--- src/rtl/gpu_graphics_scanout_pkg.sv ---
// Shared constants for the graphics framebuffer scanout: mode encodings,
// page geometry and per-mode row/frame sizes.
package gpu_graphics_scanout_pkg;

   localparam logic [1:0]  GFX_MODE_1BPP   = 2'd0;
   localparam logic [1:0]  GFX_MODE_2BPP   = 2'd1;
   localparam logic [1:0]  GFX_MODE_4BPP   = 2'd2;

   localparam logic [14:0] GFX_PAGE_STRIDE = 15'h2000;
   localparam int          GFX_PAGE_BYTES  = 8000;

   localparam int GFX_ROW_PIX_1BPP   = 320;
   localparam int GFX_ROW_PIX_2BPP   = 160;
   localparam int GFX_ROW_PIX_4BPP   = 160;
   localparam int GFX_FRAME_PIX_1BPP = 64000;
   localparam int GFX_FRAME_PIX_2BPP = 32000;
   localparam int GFX_FRAME_PIX_4BPP = 16000;

   // Mode 3 is an alias of 1bpp.
   function automatic logic [1:0] gfx_mode_norm(input logic [1:0] m);
      return (m == 2'd3) ? GFX_MODE_1BPP : m;
   endfunction

   function automatic logic [3:0] gfx_ppb(input logic [1:0] m);
      case (m)
         GFX_MODE_2BPP: return 4'd4;
         GFX_MODE_4BPP: return 4'd2;
         default:       return 4'd8;
      endcase
   endfunction

   function automatic logic [8:0] gfx_col_last(input logic [1:0] m);
      case (m)
         GFX_MODE_2BPP: return 9'(GFX_ROW_PIX_2BPP - 1);
         GFX_MODE_4BPP: return 9'(GFX_ROW_PIX_4BPP - 1);
         default:       return 9'(GFX_ROW_PIX_1BPP - 1);
      endcase
   endfunction

   function automatic logic [7:0] gfx_row_last(input logic [1:0] m);
      case (m)
         GFX_MODE_2BPP: return 8'(GFX_FRAME_PIX_2BPP / GFX_ROW_PIX_2BPP - 1);
         GFX_MODE_4BPP: return 8'(GFX_FRAME_PIX_4BPP / GFX_ROW_PIX_4BPP - 1);
         default:       return 8'(GFX_FRAME_PIX_1BPP / GFX_ROW_PIX_1BPP - 1);
      endcase
   endfunction

endpackage

--- src/rtl/gpu_graphics_pixel_unpack.sv ---
// Byte-to-pixel unpacker: 2-entry byte buffer feeding an MSB-first shift
// register whose top bits are the registered pixel output.
module gpu_graphics_pixel_unpack
   import gpu_graphics_scanout_pkg::*;
(
   input  logic       clk_pixel,
   input  logic       rst,
   input  logic       i_flush,
   input  logic [1:0] i_mode,
   input  logic       i_byte_vld,
   input  logic [7:0] i_byte,
   input  logic       i_ready,
   output logic       o_valid,
   output logic [3:0] o_data,
   output logic [1:0] o_buf_cnt
);

   logic [1:0][7:0] r_buf;
   logic [1:0]      r_cnt;
   logic [7:0]      r_sh;
   logic [3:0]      r_left;

   logic       w_xfer, w_need, w_pop, w_byp, w_push;
   logic [7:0] w_sh_next;
   logic [3:0] w_pix;

   assign w_xfer = (r_left != 4'd0) && i_ready;
   // Reload the shifter when it is empty or its last pixel leaves this cycle.
   assign w_need = (r_left == 4'd0) || ((r_left == 4'd1) && w_xfer);
   assign w_pop  = w_need && (r_cnt != 2'd0);
   assign w_byp  = w_need && (r_cnt == 2'd0) && i_byte_vld;
   assign w_push = i_byte_vld && !w_byp;

   always_comb begin
      w_sh_next = r_sh << 4;
      w_pix     = r_sh[7:4];
      case (i_mode)
         GFX_MODE_1BPP: begin
            w_sh_next = r_sh << 1;
            w_pix     = {3'b000, r_sh[7]};
         end
         GFX_MODE_2BPP: begin
            w_sh_next = r_sh << 2;
            w_pix     = {2'b00, r_sh[7:6]};
         end
         default: ;
      endcase
   end

   always_ff @(posedge clk_pixel or posedge rst) begin
      if (rst) begin
         r_buf  <= '0;
         r_cnt  <= 2'd0;
         r_sh   <= 8'd0;
         r_left <= 4'd0;
      end else if (i_flush) begin
         r_cnt  <= 2'd0;
         r_left <= 4'd0;
      end else begin
         if (w_pop) begin
            r_sh   <= r_buf[0];
            r_left <= gfx_ppb(i_mode);
         end else if (w_byp) begin
            r_sh   <= i_byte;
            r_left <= gfx_ppb(i_mode);
         end else if (w_xfer) begin
            r_sh   <= w_sh_next;
            r_left <= r_left - 4'd1;
         end
         case ({w_push, w_pop})
            2'b10: begin
               r_buf[r_cnt[0]] <= i_byte;
               r_cnt           <= r_cnt + 2'd1;
            end
            2'b01: begin
               r_buf[0] <= r_buf[1];
               r_cnt    <= r_cnt - 2'd1;
            end
            2'b11: begin
               if (r_cnt == 2'd1) begin
                  r_buf[0] <= i_byte;
               end else begin
                  r_buf[0] <= r_buf[1];
                  r_buf[1] <= i_byte;
               end
            end
            default: ;
         endcase
      end
   end

   assign o_valid   = (r_left != 4'd0);
   assign o_data    = o_valid ? w_pix : 4'd0;
   assign o_buf_cnt = r_cnt;

endmodule

--- src/rtl/gpu_graphics_scanout.sv ---
// Graphics framebuffer scanout: fetches one page of VRAM per frame and streams
// unpacked palette indices with row/frame markers over valid/ready.
module gpu_graphics_scanout
   import gpu_graphics_scanout_pkg::*;
#(
   parameter int                ADDR_W      = 15,
   parameter logic [ADDR_W-1:0] PAGE_STRIDE = GFX_PAGE_STRIDE,
   parameter int                PAGE_BYTES  = GFX_PAGE_BYTES
) (
   input  logic              clk_pixel,
   input  logic              rst,
   input  logic              enable,
   input  logic              frame_start,
   input  logic [1:0]        mode,
   input  logic [1:0]        page_sel,
   output logic [ADDR_W-1:0] vram_addr,
   input  logic [7:0]        vram_data,
   output logic              pix_valid,
   input  logic              pix_ready,
   output logic [3:0]        pix_data,
   output logic              line_end,
   output logic              frame_end,
   output logic              busy
);

   localparam logic [1:0] S_IDLE  = 2'd0;
   localparam logic [1:0] S_FETCH = 2'd1;
   localparam logic [1:0] S_DRAIN = 2'd2;

   logic [1:0]        r_state;
   logic [ADDR_W-1:0] r_offset;
   logic              r_inflight;
   logic [1:0]        r_mode;
   logic [8:0]        r_col;
   logic [7:0]        r_row;

   logic              w_start, w_issue, w_last_off, w_xfer;
   logic [1:0]        w_buf_cnt;
   logic [ADDR_W-1:0] w_base;

   assign w_start    = frame_start && enable;
   assign w_base     = {{(ADDR_W-2){1'b0}}, page_sel} * PAGE_STRIDE;
   // The in-flight byte has a reserved buffer slot, so the buffer never overflows.
   assign w_issue    = (r_state == S_FETCH) &&
                       (({1'b0, w_buf_cnt} + {2'b00, r_inflight}) < 3'd2);
   assign w_last_off = (r_offset == ADDR_W'(PAGE_BYTES - 1));
   assign w_xfer     = pix_valid && pix_ready;

   assign line_end   = pix_valid && (r_col == gfx_col_last(r_mode));
   assign frame_end  = line_end && (r_row == gfx_row_last(r_mode));

   always_ff @(posedge clk_pixel or posedge rst) begin
      if (rst) begin
         r_state    <= S_IDLE;
         vram_addr  <= '0;
         r_offset   <= '0;
         r_inflight <= 1'b0;
         busy       <= 1'b0;
         r_mode     <= GFX_MODE_1BPP;
         r_col      <= 9'd0;
         r_row      <= 8'd0;
      end else if (w_start) begin
         r_state    <= S_FETCH;
         vram_addr  <= w_base;
         r_offset   <= '0;
         r_inflight <= 1'b0;
         busy       <= 1'b1;
         r_mode     <= gfx_mode_norm(mode);
         r_col      <= 9'd0;
         r_row      <= 8'd0;
      end else begin
         r_inflight <= w_issue;
         case (r_state)
            S_FETCH: begin
               if (w_issue) begin
                  if (w_last_off) begin
                     r_state <= S_DRAIN;
                  end else begin
                     vram_addr <= vram_addr + ADDR_W'(1);
                     r_offset  <= r_offset + ADDR_W'(1);
                  end
               end
            end
            S_DRAIN: begin
               if (w_xfer && frame_end) begin
                  r_state <= S_IDLE;
                  busy    <= 1'b0;
               end
            end
            default: ;
         endcase
         if (w_xfer) begin
            if (line_end) begin
               r_col <= 9'd0;
               r_row <= frame_end ? 8'd0 : r_row + 8'd1;
            end else begin
               r_col <= r_col + 9'd1;
            end
         end
      end
   end

   gpu_graphics_pixel_unpack u_unpack (
      .clk_pixel  (clk_pixel),
      .rst        (rst),
      .i_flush    (w_start),
      .i_mode     (r_mode),
      .i_byte_vld (r_inflight),
      .i_byte     (vram_data),
      .i_ready    (pix_ready),
      .o_valid    (pix_valid),
      .o_data     (pix_data),
      .o_buf_cnt  (w_buf_cnt)
   );

endmodule
--- config.mk ---
export PLATFORM = sky130hd
export DESIGN_NAME = gpu_graphics_scanout
export DESIGN_NICKNAME = d
export VERILOG_FILES = /design/src/rtl/gpu_graphics_scanout_pkg.sv /design/src/rtl/gpu_graphics_pixel_unpack.sv /design/src/rtl/gpu_graphics_scanout.sv
export SDC_FILE = /design/constraint.sdc
export NUM_CORES = 1
export LEC_CHECK = 0
export CELL_PAD_IN_SITES_DETAIL_PLACEMENT = 1
export CELL_PAD_IN_SITES_GLOBAL_PLACEMENT = 2
export CORE_MARGIN = 2
export CORE_UTILIZATION = 37
export CTS_CLUSTER_SIZE = 8
export DETAILED_ROUTE_END_ITERATION = 12
export HOLD_SLACK_MARGIN = 0.03
export PLACE_DENSITY_LB_ADDON = 0.25
export SYNTH_ARGS = -nofsm -noshare
export SYNTH_HDL_FRONTEND = slang
export SYNTH_SLANG_ARGS = --single-unit
--- constraint.sdc ---
create_clock -name clk_pixel -period 3.32 [get_ports clk_pixel]
set_clock_uncertainty 0.15 [all_clocks]
set_input_delay 0.332 -clock clk_pixel [delete_from_list [all_inputs] [get_ports clk_pixel]]
set_output_delay 0.332 -clock clk_pixel [all_outputs]
set_load 0.01 [all_outputs]
# Word level (Yosys, flattened, before mapping)
# Cells that the tools add are included.
[totals] reg_bits=83 inputBits=17 out_inout_bits=23 word_cells=129
[classes] addsub=8 magnitude_cmp=3 n_eq_ne=18 mux=47 bitwise=1 reduce_logical=39
[ops] op="2-to-1 mux 15 bit" n=8
[ops] op="2-to-1 mux 8 bit" n=11
[ops] op="2-to-1 mux 9 bit" n=4
[ops] op="one-hot mux 8 bit (2 select lines)" n=2
[ops] op="adder 15 x 1 -> 15 bit (second input constant)" n=2
[ops] op="one-hot mux 8 bit (3 select lines)" n=1
[ops] op="2-to-1 mux 4 bit" n=5
[ops] op="bitwise mux 16 bit" n=1
[ops] op="one-hot mux 4 bit (2 select lines)" n=2
[ops] op="nonzero test 2 bit" n=8
[ops] op="equality test 15 x 13 -> 1 bit (second input constant)" n=1
[ops] op="logical AND 1 bit" n=12
[ops] op="2-to-1 mux 2 bit" n=6
[ops] op="nonzero test 3 bit" n=4
[ops] op="equality test 2 bit (second input constant)" n=5
[ops] op="adder 9 x 1 -> 9 bit (second input constant)" n=1
[ops] op="equality test 9 bit" n=1
[ops] op="inequality test 3 x 2 -> 1 bit (second input constant)" n=3
[ops] op="adder 8 x 1 -> 8 bit (second input constant)" n=1
[ops] op="demux 8 bit (select 1 bit)" n=1
[ops] op="equality test 2 x 1 -> 1 bit (second input constant)" n=4
[ops] op="equality test 8 bit" n=1
[ops] op="one-hot mux 2 bit (2 select lines)" n=2
[ops] op="AND reduction 2 bit" n=4
[ops] op="other kinds (20)" n=26

# Depth between registers and ports, before layout
[depth] depth_word=11 ltp_mapped=10 ltp_nobuf=8

# By module
# A second synthesis with hierarchy kept.
[unflattened] hier_cells=521 hier_area_um2=4931.0
[by_module_without_submodules] mod="gpu_graphics_scanout" n_inst=1 cells_per_inst=297 area_per_inst_um2=2844.0 seq_area_each_um2=1326.3
[by_module_without_submodules] mod="gpu_graphics_pixel_unpack" n_inst=1 cells_per_inst=224 area_per_inst_um2=2087.0 seq_area_each_um2=750.7

# Worst setup path before layout
# OpenSTA, ideal clock, no wires.
[synth_path] kind="reg-to-reg" from="reg r_mode[0]" to="reg r_row[6]" setup_ns=0.122 arrival_time_ns=2.051 required_time_ns=3.048 slack_ns=0.997 path_stages_with_launch=9 n_path_buf=1 synth_period_minus_slack_ns=2.323 path_cell_list="dfrtp_1 inv_1 ha_1 nand4bb_1 a211o_1 clkbuf_1 o31ai_1 o21ai_0 a32o_1"
[synth_between] elab_chain_len=10 word_cells_on_any_way=15 cone_classes="eq/ne: 4; mux: 6; reduce/logical: 5"
[synth_lines] element="from (decl)" line="gpu_graphics_scanout.sv:33" source="logic [1:0] r_mode;"
[synth_lines] element="from (signal assigned)" line="gpu_graphics_scanout.sv:68" source="r_mode <= gfx_mode_norm(mode);"
[synth_lines] element="equality test 2 x 1 -> 1 bit or equality test 2 bit (tied branches)" line="gpu_graphics_scanout_pkg.sv:33, gpu_graphics_scanout_pkg.sv:41"
[synth_lines] element="OR reduction 2 bit (no source line)"
[synth_lines] element="2-to-1 mux 9 bit" line="gpu_graphics_scanout_pkg.sv:33" source="case (m)"
[synth_lines] element="equality test 9 bit" line="gpu_graphics_scanout.sv:49" source="assign line_end = pix_valid && (r_col == gfx_col_last(r_mode));"
[synth_lines] element="logical AND 1 bit" line="gpu_graphics_scanout.sv:49"
[synth_lines] element="logical AND 1 bit" line="gpu_graphics_scanout.sv:50" source="assign frame_end = line_end && (r_row == gfx_row_last(r_mode));"
[synth_lines] element="2-to-1 mux 8 bit" line="gpu_graphics_scanout.sv:95" source="r_row <= frame_end ? 8'd0 : r_row + 8'd1;"
[synth_lines] element="2-to-1 mux 8 bit" line="gpu_graphics_scanout.sv:93" source="if (line_end) begin"
[synth_lines] element="2-to-1 mux 8 bit" line="gpu_graphics_scanout.sv:92" source="if (w_xfer) begin"
[synth_lines] element="2-to-1 mux 8 bit" line="gpu_graphics_scanout.sv:62" source="end else if (w_start) begin"
[synth_lines] element="to (signal assigned)" line="gpu_graphics_scanout.sv:95"
[synth_lines] element="to (decl)" line="gpu_graphics_scanout.sv:35" source="logic [7:0] r_row;"
# Several ways; a longest one is shown, not always the timed one. The select of a mux whose other input is x is not followed.
# A chain may end at the register's enable or synchronous reset.

# Worst setup path after layout
[layout_path] from="reg r_mode[0]" to="out frame_end"
[layout_between] elab_chain_len=6 word_cells_on_any_way=9 cone_classes="eq/ne: 4; mux: 2; reduce/logical: 3"
[layout_lines] element="equality test 2 x 1 -> 1 bit or equality test 2 bit (tied branches)" line="gpu_graphics_scanout_pkg.sv:33, gpu_graphics_scanout_pkg.sv:41"
[layout_lines] element="OR reduction 2 bit (no source line)"
[layout_lines] element="2-to-1 mux 9 bit" line="gpu_graphics_scanout_pkg.sv:33"
[layout_lines] element="equality test 9 bit" line="gpu_graphics_scanout.sv:49"
[layout_lines] element="logical AND 1 bit" line="gpu_graphics_scanout.sv:49"
[layout_lines] element="logical AND 1 bit *" line="gpu_graphics_scanout.sv:50"
[layout_lines] element="to (decl)" line="gpu_graphics_scanout.sv:22" source="output logic frame_end,"
# Every way passes the cells marked *; elsewhere a longest branch is shown, timed or not.

==> flow_summary.toml <==
[critical_path]
worst_reg2reg_path_depth = 7
crit_path_end_kind = "output pin"
cpPeakStageDelay_ns = 0.57
worstPathCellList = "inv_1 > ha_1 > nand4bb_1 > a211o_1 > nor3_1 > clkdlybuf4s50_1"
cp-startpoint = "r_mode[0]"
critical_path.slowest_cell = "sky130_fd_sc_hd__clkdlybuf4s50_1"
timing.setup.critical_path_class = "flop to output pin"
worst-r2r-setup-slack_ns = 0.71
cp.required_ns = 2.84
crit-reg2reg-capture = "r_state[1]"
critical_path_peak_fanout = 9
critical_path_startpoint_category = "flop"
critPathArrivalTime_ns = 2.60
reg2reg_from = "r_mode[0]"

[sta]
pins_over_slew_limit = 0
finalHoldViolCount = 0
relative_slew_slack_pct = 63.0
setup_repair_after_global_routing_missed_its_margin = "no"
report.final.setup_viol = 0
tightest_slew_ns = 0.551
timing.fmax_mhz = 325
fin_crit_ns = 3.08
setup_total_negative_slack_ns = 0
timing.final.crit_share_pct = 92.8

[finish]
final_core_util_pct = 44.9
diodes_inserted = 0
design_area_um2 = 5640
drive_gt1_share_pct = 12.1
finish.net_count = 568
layout_area_overhead_pct = 19.3

[logic_synthesis]
ffs_latches_synth = 83
synth.net_count = 526
synth_area_per_cell_um2 = 9.59
syn-instance-count = 493
yosysWarningCount = 0
synthesis.area_um2 = 4730
postSynth.asyncResetShare_pct = 100
synth-edff-count = 0
ys.flop_type = "sky130_fd_sc_hd__dfrtp_1"
synthDistinctLibCells = 63
sequential_cell_area_fraction_in_the_yosys_report_pct = 43.9

[floorplan]
die_height_um = 117
chipWidth_um = 117
die_area_um2 = 13700
initial_core_util_pct = 37.6
core_um2 = 12600
fp-row-count = 41
io_pins = 40

[grt]
grtUsageTotal_pct = 19.3
first_pass_grt_wire_length_mm = 20.5
grt_antenna_before_repair = 0
globalRouteOverflowTotal = 0
grt_start_max_net_pins = 33
grt_pass1_vias = 4012

[cts]
worst_skew_pair.late_latency_ns = 0.35
clock_sinks = 83
clk_path_buf_depth = 2
clk_pin_slew_worst_paths_ns = 0.06
cts_hold_repair.buffers = 0
cts_tree = "done"
cts.repair.resized = 0
htree_num_levels = 3
cts_buffers = 9
post-cts-setup-buffer-count = 0
cts_root_buffer = "sky130_fd_sc_hd__clkbuf_16"

[detailed_routing]
drt_pass1_iterations = 4
vias_per_cell = 5.52
drt_first_iter_violations = 87
wire_per_inst_um = 16.8
number_of_vias_after_detailed_routing = 3922
overall_routed_net_length_mm = 12.0
remaining_drc_errors = 0
antenna_violating_nets_post_route = 0

[power_and_ir_drop]
max-vdd-ir-drop_v = 0.000306
total_leakage_power_nw = 2.30
p_seq_share_pct = 35.1
power_frac_comb_pct = 40.4
total_switching_power_mw = 1.57
switching_share_pct = 37.9
power_density_nw_per_um2 = 736
clock_power_share_pct = 24.5
cell_internal_pwr_mw = 2.58

[run_status]
outcome = "finished clean"

[place]
place.gp.congestion = 0.834
place.detailed.hpwl_mm = 8.43
port_buffers = 39
placement.cell_area_um2 = 5350

[min_path]
min_path_type = "input port to asynchronous set/reset pin"

[flow_run]
cap_violations = 0
[placed cells by master (no fill, tap or decap), types with 4 or more instances in the layout]
cell,instances
sky130_fd_sc_hd__a211oi_1,4
sky130_fd_sc_hd__a21o_1,6
sky130_fd_sc_hd__a21oi_1,32
sky130_fd_sc_hd__a22o_1,4
sky130_fd_sc_hd__a22oi_1,12
sky130_fd_sc_hd__a31oi_1,7
sky130_fd_sc_hd__a32o_1,4
sky130_fd_sc_hd__and3_1,9
sky130_fd_sc_hd__buf_4,13
sky130_fd_sc_hd__clkbuf_16,9
sky130_fd_sc_hd__clkdlybuf4s50_1,39
sky130_fd_sc_hd__dfrtp_1,83
sky130_fd_sc_hd__ha_1,16
sky130_fd_sc_hd__inv_1,16
sky130_fd_sc_hd__mux2_2,17
sky130_fd_sc_hd__nand2_1,36
sky130_fd_sc_hd__nand2b_1,6
sky130_fd_sc_hd__nand3_1,16
sky130_fd_sc_hd__nand4_1,4
sky130_fd_sc_hd__nor2_1,59
sky130_fd_sc_hd__nor3_1,13
sky130_fd_sc_hd__nor4_1,10
sky130_fd_sc_hd__o21ai_0,15
sky130_fd_sc_hd__o22ai_1,8
sky130_fd_sc_hd__or3_1,4
sky130_fd_sc_hd__xnor2_1,27
sky130_fd_sc_hd__xor2_1,6
[Yosys cell counts, types with 2 or more instances]
| cell type | number | area (µm²) |
|---|---|---|
| sky130_fd_sc_hd__a211oi_1 | 4 | 30.0 |
| sky130_fd_sc_hd__a21o_1 | 6 | 45.0 |
| sky130_fd_sc_hd__a21oi_1 | 32 | 160 |
| sky130_fd_sc_hd__a221o_1 | 2 | 20.0 |
| sky130_fd_sc_hd__a22o_1 | 4 | 35.0 |
| sky130_fd_sc_hd__a22oi_1 | 12 | 90.1 |
| sky130_fd_sc_hd__a311oi_1 | 2 | 17.5 |
| sky130_fd_sc_hd__a31o_2 | 3 | 26.3 |
| sky130_fd_sc_hd__a31oi_1 | 7 | 43.8 |
| sky130_fd_sc_hd__a32o_1 | 4 | 40.0 |
| sky130_fd_sc_hd__and2_1 | 3 | 18.8 |
| sky130_fd_sc_hd__and3_1 | 9 | 56.3 |
| sky130_fd_sc_hd__and4_1 | 3 | 26.3 |
| sky130_fd_sc_hd__buf_1 | 2 | 7.51 |
| sky130_fd_sc_hd__buf_2 | 4 | 20.0 |
| sky130_fd_sc_hd__clkbuf_1 | 14 | 52.6 |
| sky130_fd_sc_hd__dfrtp_1 | 83 | 2080 |
| sky130_fd_sc_hd__ha_1 | 16 | 200 |
| sky130_fd_sc_hd__inv_1 | 17 | 63.8 |
| sky130_fd_sc_hd__mux2_2 | 17 | 191 |
| sky130_fd_sc_hd__nand2_1 | 36 | 135 |
| sky130_fd_sc_hd__nand2b_1 | 6 | 37.5 |
| sky130_fd_sc_hd__nand3_1 | 16 | 80.1 |
| sky130_fd_sc_hd__nand3b_1 | 2 | 15.0 |
| sky130_fd_sc_hd__nand4_1 | 4 | 25.0 |
| sky130_fd_sc_hd__nand4bb_1 | 2 | 22.5 |
| sky130_fd_sc_hd__nor2_1 | 59 | 221 |
| sky130_fd_sc_hd__nor3_1 | 13 | 65.1 |
| sky130_fd_sc_hd__nor3b_1 | 3 | 22.5 |
| sky130_fd_sc_hd__nor4_1 | 10 | 62.6 |
| sky130_fd_sc_hd__nor4b_1 | 3 | 26.3 |
| sky130_fd_sc_hd__nor4bb_1 | 2 | 20.0 |
| sky130_fd_sc_hd__o2111ai_1 | 2 | 17.5 |
| sky130_fd_sc_hd__o211ai_1 | 3 | 22.5 |
| sky130_fd_sc_hd__o21ai_0 | 15 | 75.1 |
| sky130_fd_sc_hd__o221ai_1 | 2 | 17.5 |
| sky130_fd_sc_hd__o22ai_1 | 8 | 50.1 |
| sky130_fd_sc_hd__o31ai_2 | 2 | 25.0 |
| sky130_fd_sc_hd__or2_2 | 2 | 12.5 |
| sky130_fd_sc_hd__or3_1 | 4 | 25.0 |
| sky130_fd_sc_hd__or4_1 | 2 | 15.0 |
| sky130_fd_sc_hd__xnor2_1 | 27 | 236 |
| sky130_fd_sc_hd__xor2_1 | 6 | 52.6 |
[stage by stage]
| stage | power, mW | instances | hold WS, ns | setup slack (ns) |
|---|---|---|---|---|
| 3_5_place_dp | 3.15 | 696 | 0.348 | 0.527 |
| 5_1_grt | 4.47 | 711 | 0.208 | 0.0632 |
| 4_1_cts | 4.20 | 711 | 0.176 | 0.223 |
| 2_1_floorplan | 2.63 | 493 | 0.306 | 0.701 |
| 3_3_place_gp | 3.09 | 696 | 0.340 | 0.569 |
| 6_report | 4.15 | 711 | 0.172 | 0.240 |
[metal layers]
metal  share of wire, %  GRT usage (%)  vias up
met3                2.8           4.07       12
met4                1.2           6.75        0
li1                   -              -     1879
met1                 47           24.9     1987
met2                 49           32.3       44
met5                  0              0        -
[power by group through the flow]
stage | Combinational, mW | Clock (mW) | Sequential [mW]
finish | 1.68 | 1.02 | 1.46
global route | 1.89 | 1.08 | 1.50
CTS | 1.69 | 1.05 | 1.46
detailed placement | 1.68 | 0 | 1.47
global placement | 1.63 | 0 | 1.47
floorplan | 1.21 | 0 | 1.42
[critical path: cells and delay by family, from the launching register on]
family,cells,cell delay (ns)
flip-flops,1,0.37
AO/OA/AOI/OAI,1,0.44
adder cells (fa/ha/maj),1,0.34
AND/OR/NAND/NOR,2,0.45
buffers and inverters,2,0.67
[area by class of cell]
cell class,instances,area (µm²)
clock buffer,11,243
multi-input combinational,371,2500
inverter,18,68.8
tap,172,215
clock inverter,4,51.3
timing repair buffer,52,488
sequential,83,2080
fill,1455,6930
[logic make-up (layout without fill, tap and decap cells)]
| logic type | count (synthesis) | after routing | synth area share [%] |
|---|---|---|---|
| buffers and inverters | 39 | 85 | 3.28 |
| flip-flops | 83 | 83 | 43.9 |
| AND/OR/NAND/NOR | 186 | 186 | 20.4 |
| multiplexers | 17 | 17 | 4.05 |
| AO/OA/AOI/OAI | 119 | 119 | 18.0 |
| XOR/XNOR | 33 | 33 | 6.11 |
| adder cells (fa/ha/maj) | 16 | 16 | 4.24 |
[state kept, by name, indices dropped and copies added, names as in the netlist]
name	cells
r_col	9
u_unpack.r_buf	16
r_row	8
u_unpack.r_left	4
r_offset	15
u_unpack.o_buf_cnt	2
r_state	2
r_inflight	1
vram_addr	15
r_mode	2
busy	1
u_unpack.r_sh	8
[worst max path at each step]
stage / to / slack [ns] / cells after the start
after global routing: frame_end / 0.06 / 6
final: frame_end / 0.24 / 6
after global placement: u_unpack.r_buf[10] / 0.57 / 6
after detailed placement: u_unpack.r_buf[10] / 0.53 / 6
after floorplan: busy / 0.70 / 1
after CTS: frame_end / 0.22 / 6
Note: power is estimated with default switching activity, not from simulation.
